File: src/rtl/rf_wb_arbiter.sv
// Purpose : shares the single register-file write port among NUM_REQ writeback requesters (round-robin).
// Latency : grant in cycle N -> rf_we/rf_addr/rf_wdata registered at the end of N, stable through N+1.
// Backpr. : req_ready is a combinational one-hot grant; zero during the clear sweep and while rf_hold is high.
//
// Ports:
//   clk, rst                 clock (rising edge) and asynchronous active-high reset
//   req_valid/addr/data      per-requester write requests; addr slice [5i+4:5i], data slice [32i+31:32i]
//   req_ready                one-hot grant; a transfer happens when req_valid[i] & req_ready[i]
//   rf_hold                  freezes arbitration while high (ignored during the clear sweep)
//   rf_we/rf_addr/rf_wdata   registered write port to the register file (captured on its falling edge)
//   init_done                high once the post-reset clear of x1..x31 has completed
//   stall_cnt_clr, stall_cnt only with RF_WB_STALL_CNT_EN defined: saturating count of RUN cycles
//                            in which some valid requester was not granted
//
// Optional feature macro: RF_WB_STALL_CNT_EN (undefined by default).
module rf_wb_arbiter #(
    parameter int NUM_REQ        = 3,
    parameter int CLEAR_ON_RESET = 1
) (
    input  logic                  clk,
    input  logic                  rst,
    input  logic [NUM_REQ-1:0]    req_valid,
    input  logic [5*NUM_REQ-1:0]  req_addr,
    input  logic [32*NUM_REQ-1:0] req_data,
    output logic [NUM_REQ-1:0]    req_ready,
    input  logic                  rf_hold,
    output logic                  rf_we,
    output logic [4:0]            rf_addr,
    output logic [31:0]           rf_wdata,
`ifdef RF_WB_STALL_CNT_EN
    input  logic                  stall_cnt_clr,
    output logic [15:0]           stall_cnt,
`endif
    output logic                  init_done
);

    localparam int PW = (NUM_REQ > 1) ? $clog2(NUM_REQ) : 1;

    typedef enum logic {
        ST_INIT = 1'b0,
        ST_RUN  = 1'b1
    } state_t;

    localparam state_t RST_STATE = (CLEAR_ON_RESET != 0) ? ST_INIT : ST_RUN;
    localparam logic   RST_DONE  = (CLEAR_ON_RESET == 0);

    state_t        state_q, state_d;
    logic [4:0]    cnt_q, cnt_d;
    logic [PW-1:0] ptr_q, ptr_d;
    logic          rf_we_q, rf_we_d;
    logic [4:0]    rf_addr_q, rf_addr_d;
    logic [31:0]   rf_wdata_q, rf_wdata_d;
    logic          init_done_q, init_done_d;

    logic [NUM_REQ-1:0] gnt;
    logic               gnt_any;
    logic [PW-1:0]      gnt_idx;
    logic [4:0]         gnt_addr;
    logic [31:0]        gnt_data;
    int                 idx;

    // Rotating-priority pick: scan from the RR pointer upward, wrapping at NUM_REQ-1.
    always_comb begin
        gnt     = '0;
        gnt_any = 1'b0;
        gnt_idx = '0;
        idx     = 0;
        for (int k = 0; k < NUM_REQ; k++) begin
            idx = int'(ptr_q) + k;
            if (idx >= NUM_REQ) begin
                idx = idx - NUM_REQ;
            end
            if (!gnt_any && req_valid[idx]) begin
                gnt_any = 1'b1;
                gnt_idx = PW'(idx);
            end
        end
        // No grants during the clear sweep or while the pipeline asks us to hold.
        if (state_q != ST_RUN || rf_hold) begin
            gnt_any = 1'b0;
        end
        if (gnt_any) begin
            gnt[gnt_idx] = 1'b1;
        end
    end

    // Select the granted requester's address and data.
    always_comb begin
        gnt_addr = '0;
        gnt_data = '0;
        for (int i = 0; i < NUM_REQ; i++) begin
            if (gnt_idx == PW'(i)) begin
                gnt_addr = req_addr[5*i +: 5];
                gnt_data = req_data[32*i +: 32];
            end
        end
    end

    // FSM state register.
    always_ff @(posedge clk or posedge rst) begin
        if (rst) begin
            state_q <= RST_STATE;
        end else begin
            state_q <= state_d;
        end
    end

    // FSM next state: the sweep ends once x31 has been issued.
    always_comb begin
        state_d = state_q;
        if (state_q == ST_INIT && cnt_q == 5'd31) begin
            state_d = ST_RUN;
        end
    end

    // FSM outputs and datapath next values.
    always_comb begin
        req_ready   = '0;
        cnt_d       = cnt_q;
        ptr_d       = ptr_q;
        rf_we_d     = 1'b0;
        rf_addr_d   = rf_addr_q;
        rf_wdata_d  = rf_wdata_q;
        init_done_d = init_done_q;
        case (state_q)
            ST_INIT: begin
                rf_we_d    = 1'b1;
                rf_addr_d  = cnt_q;
                rf_wdata_d = '0;
                cnt_d      = cnt_q + 5'd1;
                if (cnt_q == 5'd31) begin
                    init_done_d = 1'b1;
                end
            end
            default: begin
                req_ready = gnt;
                if (gnt_any) begin
                    // x0 writes are accepted from the requester but never reach the port.
                    rf_we_d    = (gnt_addr != 5'd0);
                    rf_addr_d  = gnt_addr;
                    rf_wdata_d = gnt_data;
                    ptr_d      = (gnt_idx == PW'(NUM_REQ - 1)) ? '0 : gnt_idx + 1'b1;
                end
            end
        endcase
    end

    // Datapath registers; reset discards any accepted-but-unissued write.
    always_ff @(posedge clk or posedge rst) begin
        if (rst) begin
            cnt_q       <= 5'd1;
            ptr_q       <= '0;
            rf_we_q     <= 1'b0;
            rf_addr_q   <= '0;
            rf_wdata_q  <= '0;
            init_done_q <= RST_DONE;
        end else begin
            cnt_q       <= cnt_d;
            ptr_q       <= ptr_d;
            rf_we_q     <= rf_we_d;
            rf_addr_q   <= rf_addr_d;
            rf_wdata_q  <= rf_wdata_d;
            init_done_q <= init_done_d;
        end
    end

    assign rf_we     = rf_we_q;
    assign rf_addr   = rf_addr_q;
    assign rf_wdata  = rf_wdata_q;
    assign init_done = init_done_q;

`ifdef RF_WB_STALL_CNT_EN
    logic [15:0] stall_cnt_q, stall_cnt_d;
    logic        stall;

    // A stall is a RUN cycle where at least one valid requester was left waiting.
    always_comb begin
        stall       = (state_q == ST_RUN) && (|(req_valid & ~gnt));
        stall_cnt_d = stall_cnt_q;
        if (stall_cnt_clr) begin
            stall_cnt_d = '0;
        end else if (stall && stall_cnt_q != 16'hFFFF) begin
            stall_cnt_d = stall_cnt_q + 16'd1;
        end
    end

    always_ff @(posedge clk or posedge rst) begin
        if (rst) begin
            stall_cnt_q <= '0;
        end else begin
            stall_cnt_q <= stall_cnt_d;
        end
    end

    assign stall_cnt = stall_cnt_q;
`endif

endmodule
File: config.mk
export PLATFORM = sky130hd
export DESIGN_NAME = rf_wb_arbiter
export DESIGN_NICKNAME = d
export VERILOG_FILES = /design/src/rtl/rf_wb_arbiter.sv
export SDC_FILE = /design/constraint.sdc
export NUM_CORES = 1
export LEC_CHECK = 0
export ABC_AREA = 1
export CORE_MARGIN = 4
export CORE_UTILIZATION = 35
export DETAILED_ROUTE_END_ITERATION = 10
export PLACE_DENSITY = 0.77
export SYNTH_ARGS = -nofsm -noshare
export SYNTH_HDL_FRONTEND = slang
export SYNTH_SLANG_ARGS = --single-unit
File: constraint.sdc
create_clock -name clk -period 2.9 [get_ports clk]
set_input_delay 0.435 -clock clk [delete_from_list [all_inputs] [get_ports clk]]
set_output_delay 0.435 -clock clk [all_outputs]
set_load 0.01 [all_outputs]
==> flow_metrics.env <==
export IMPL_tightest_slew_ns=0.9731
export IMPL_worstSetupStartpointType="flip-flop"
export IMPL_timing_critical_path_required_ns=2.47
export IMPL_core_um2=8217
export IMPL_status="complete, no violations"
export IMPL_areaGrowthSynthToFinish_pct=60.67
export IMPL_fmax_mhz=382.7
export IMPL_nFillCells=726
export IMPL_fp_dieH_um=99.89
export IMPL_io_pins=159
export IMPL_synth_warnings=0
export IMPL_reg2reg_slack_ns=0.48
export IMPL_fin_setup_tns_ns=0
export IMPL_synth_xor_xnor_area_share_pct=0.5927
export IMPL_synth_top_family_by_area="simple AND/OR/NAND/NOR gates"
export IMPL_finalCritPeriodShare_pct=90.11
export IMPL_port_buffers=158
export IMPL_crit_fanout=8
export IMPL_synth_enable_flop_cells=0
export IMPL_clock_latency_ns=0.29
export IMPL_relSlewSlack_pct=35.03
export IMPL_crit_path_start="ptr_q[0]"
export IMPL_dp_final_hpwl_mm=7.364
export IMPL_synth_cell_type_count=35
export IMPL_final_common_cell="nand2_1"
export IMPL_arrival_ns=2.18
export IMPL_setup_worst_path_end_class="output port"
export IMPL_clk_pin_slew_ns=0.09
export IMPL_drive_above_1_share_pct=8.897
export IMPL_grt_overflow=0
export IMPL_max_cap_violations=0
export IMPL_dpl_cell_area_um2=4608
export IMPL_finalCriticalPeriod_ns=2.613
export IMPL_synth_fa_ha_area_share_pct=2.540
export IMPL_grt_pass1_vias=3214
export IMPL_p_sw_mw=2.146
export IMPL_drc_errors=0
export IMPL_antenna_found_initial=0
export IMPL_syn_avg_cell_area_um2=7.315
export IMPL_p_leak_nw=2.260
export IMPL_num_rows=33
export IMPL_finalHoldViolCount=0
export IMPL_hold_class="flip-flop to flip-flop"
export IMPL_ys_seq_area_share_pct=38.99
export IMPL_syn_area_um2=2955
export IMPL_ys_dominant_reg_cell="dfrtp_1"
export IMPL_reg2regPathDepth=11
export IMPL_pwr_share_seq_pct=23.4
export IMPL_grt_first_pass_wirelength_mm=15.10
export IMPL_yosys_area_share_simple_pct=37.47
export IMPL_hold_buffers=0
export IMPL_cts_buffers=5
export IMPL_pwr_share_clk_pct=8.6
export IMPL_clkSinkCount=46
export IMPL_num_vias=3270
export IMPL_finalSetupViolations=0
export IMPL_synth_nets=527
export IMPL_ir_worst_vdd_mv=0.4541
export IMPL_p_int_mw=2.531
export IMPL_crit_type="flip-flop to output port"
export IMPL_mostFrequentLayoutCells="183 x nand2_1, 155 x clkdlybuf4s50_1, 45 x dfrtp_1"
export IMPL_cts_tree="done"
export IMPL_worstSetupEndpoint="req_ready[0]"
export IMPL_wl_per_cell_um=14.28
export IMPL_grt_start_max_net_pins=47
export IMPL_comb_power_share_pct=68.0
export IMPL_h_tree_depth=2
export IMPL_r2r_end="rf_addr[0]"
export IMPL_die_w_um=99.89
export IMPL_antennaDiodeCount=0
export IMPL_drt_iter0_markers=122
export IMPL_skew_ns=0.005737
export IMPL_nets=684
export IMPL_totalWireLength_mm=9.527
export IMPL_async_flop_share_pct=100.0
export IMPL_start_util_pct=35.97
export IMPL_viasPerCell=4.903
export IMPL_ys_ff_latch=46
export IMPL_cts_path_max_buffers=2
export IMPL_cts_root_buf="clkbuf_8"
export IMPL_finalMaxSlewViolations=0
export IMPL_synth_compound_area_share_pct=11.47
export IMPL_muxShareOfSynthArea_pct=0
export IMPL_design_area_um2=4748
export IMPL_post_route_util_pct=57.79
export IMPL_synth_cells=404
export IMPL_rsz0062_at_grt="false"
export IMPL_totalPowerFinal_mw=4.676
export IMPL_powerDensity_nw_per_um2=984.9
export IMPL_grtUsageTotal_pct=18.47
export IMPL_routabilityCongestion=0.9267
export IMPL_drtAntennaViolNets=0
export IMPL_drt_first_pass_iters=4
export IMPL_switching_share_pct=45.88
export IMPL_dieArea_um2=9978
export IMPL_r2r_start="ptr_q[1]"
state kept, by name, indices dropped and copies added (netlist names):
signal / flops
rf_wdata: 32
cnt_q: 5
rf_addr: 5
ptr_q: 2
rf_we: 1
state_q: 1
per-stage QoR:
| stage | worst slack [ns] | instances | hold WS, ns |
|---|---|---|---|
| detailed placement | 0.03059 | 657 | 0.4678 |
| global placement | 0.08592 | 657 | 0.4623 |
| CTS | 0.01801 | 666 | 0.4905 |
| finish | 0.2869 | 667 | 0.4867 |
| floorplan | 0.7309 | 404 | 0.4622 |
| global route | 0.08899 | 667 | 0.5134 |
cell families after synthesis:
logic type / after synthesis
DFF: 46
xor gates and xnor gates: 2
AOI/OAI and AO/OA: 49
and+or+nand+nor: 252
buffers and inverters: 49
adders and majority gates: 6
power groups by stage:
| stage | Combinational (mW) | Clock (mW) | Sequential (mW) |
|---|---|---|---|
| 3_3_place_gp | 3.08 | 0 | 1.08 |
| 6_report | 3.18 | 0.403 | 1.09 |
| 3_5_place_dp | 3.16 | 0 | 1.10 |
| 2_1_floorplan | 1.87 | 0 | 1.20 |
| 4_1_cts | 3.21 | 0.422 | 1.09 |
| 5_1_grt | 3.53 | 0.445 | 1.13 |
metal layers:
layer / track usage (%) / vias to the layer above / wire [um]
met5: 0 / - / 0
li1: - / 1630 / -
met3: 4.934 / 6 / 743
met4: 3.782 / 0 / 48
met2: 32.84 / 123 / 4903
met1: 22.43 / 1511 / 3831
Yosys cell counts, types with 3 or more instances:
| master | n | area [um2] |
|---|---|---|
| buf_6 | 8 | 90.09 |
| inv_1 | 21 | 78.83 |
| nor2_1 | 6 | 22.52 |
| o21ai_1 | 7 | 35.03 |
| nand3_1 | 38 | 190.2 |
| o22ai_1 | 3 | 18.77 |
| nand4_1 | 4 | 25.02 |
| o21ai_0 | 8 | 40.04 |
| nor2_2 | 3 | 18.77 |
| buf_2 | 10 | 50.05 |
| ha_1 | 6 | 75.07 |
| inv_2 | 5 | 18.77 |
| nand2_1 | 183 | 686.9 |
| o211ai_1 | 27 | 202.7 |
| dfrtp_1 | 45 | 1126 |
| nand2_2 | 3 | 18.77 |
critical path, cell delays in order, from the launching register on:
cell,delay (ns)
dfrtp_1,0.40
inv_2,0.10
ha_4,0.24
o21ai_1,0.18
nand2_2,0.13
nand4_1,0.15
nand3_1,0.10
nor2_1,0.13
inv_1,0.08
nor2_2,0.10
dlygate4sd2_1,0.29
how the worst min path moves through the flow:
stage                startpoint     endpoint  slack (ns)  cells after the start
CTS                 rf_wdata[6]  rf_wdata[6]        0.49                      2
global route        rf_wdata[6]  rf_wdata[6]        0.51                      2
detailed placement  rf_wdata[6]  rf_wdata[6]        0.47                      2
global placement    rf_wdata[2]  rf_wdata[2]        0.46                      2
finish              rf_wdata[6]  rf_wdata[6]        0.49                      2
floorplan              cnt_q[0]     cnt_q[0]        0.46                      2
cell type report:
class	instances	area, um2	area share (%)
Multi-Input combinational cell	309	1567	32.99
Clock inverter	2	12.51	0.2635
Tap cell	105	131.4	2.767
Sequential cell	46	1152	24.27
Timing Repair Buffer	172	1699	35.78
Inverter	27	103.9	2.187
Clock buffer	6	82.58	1.739
what timing repair did:
action	in CTS	in global routing
setup endpoints to repair	3	2
resized for setup	7	5
buffers inserted	1	1
Note: power is estimated with default switching activity, not from simulation.
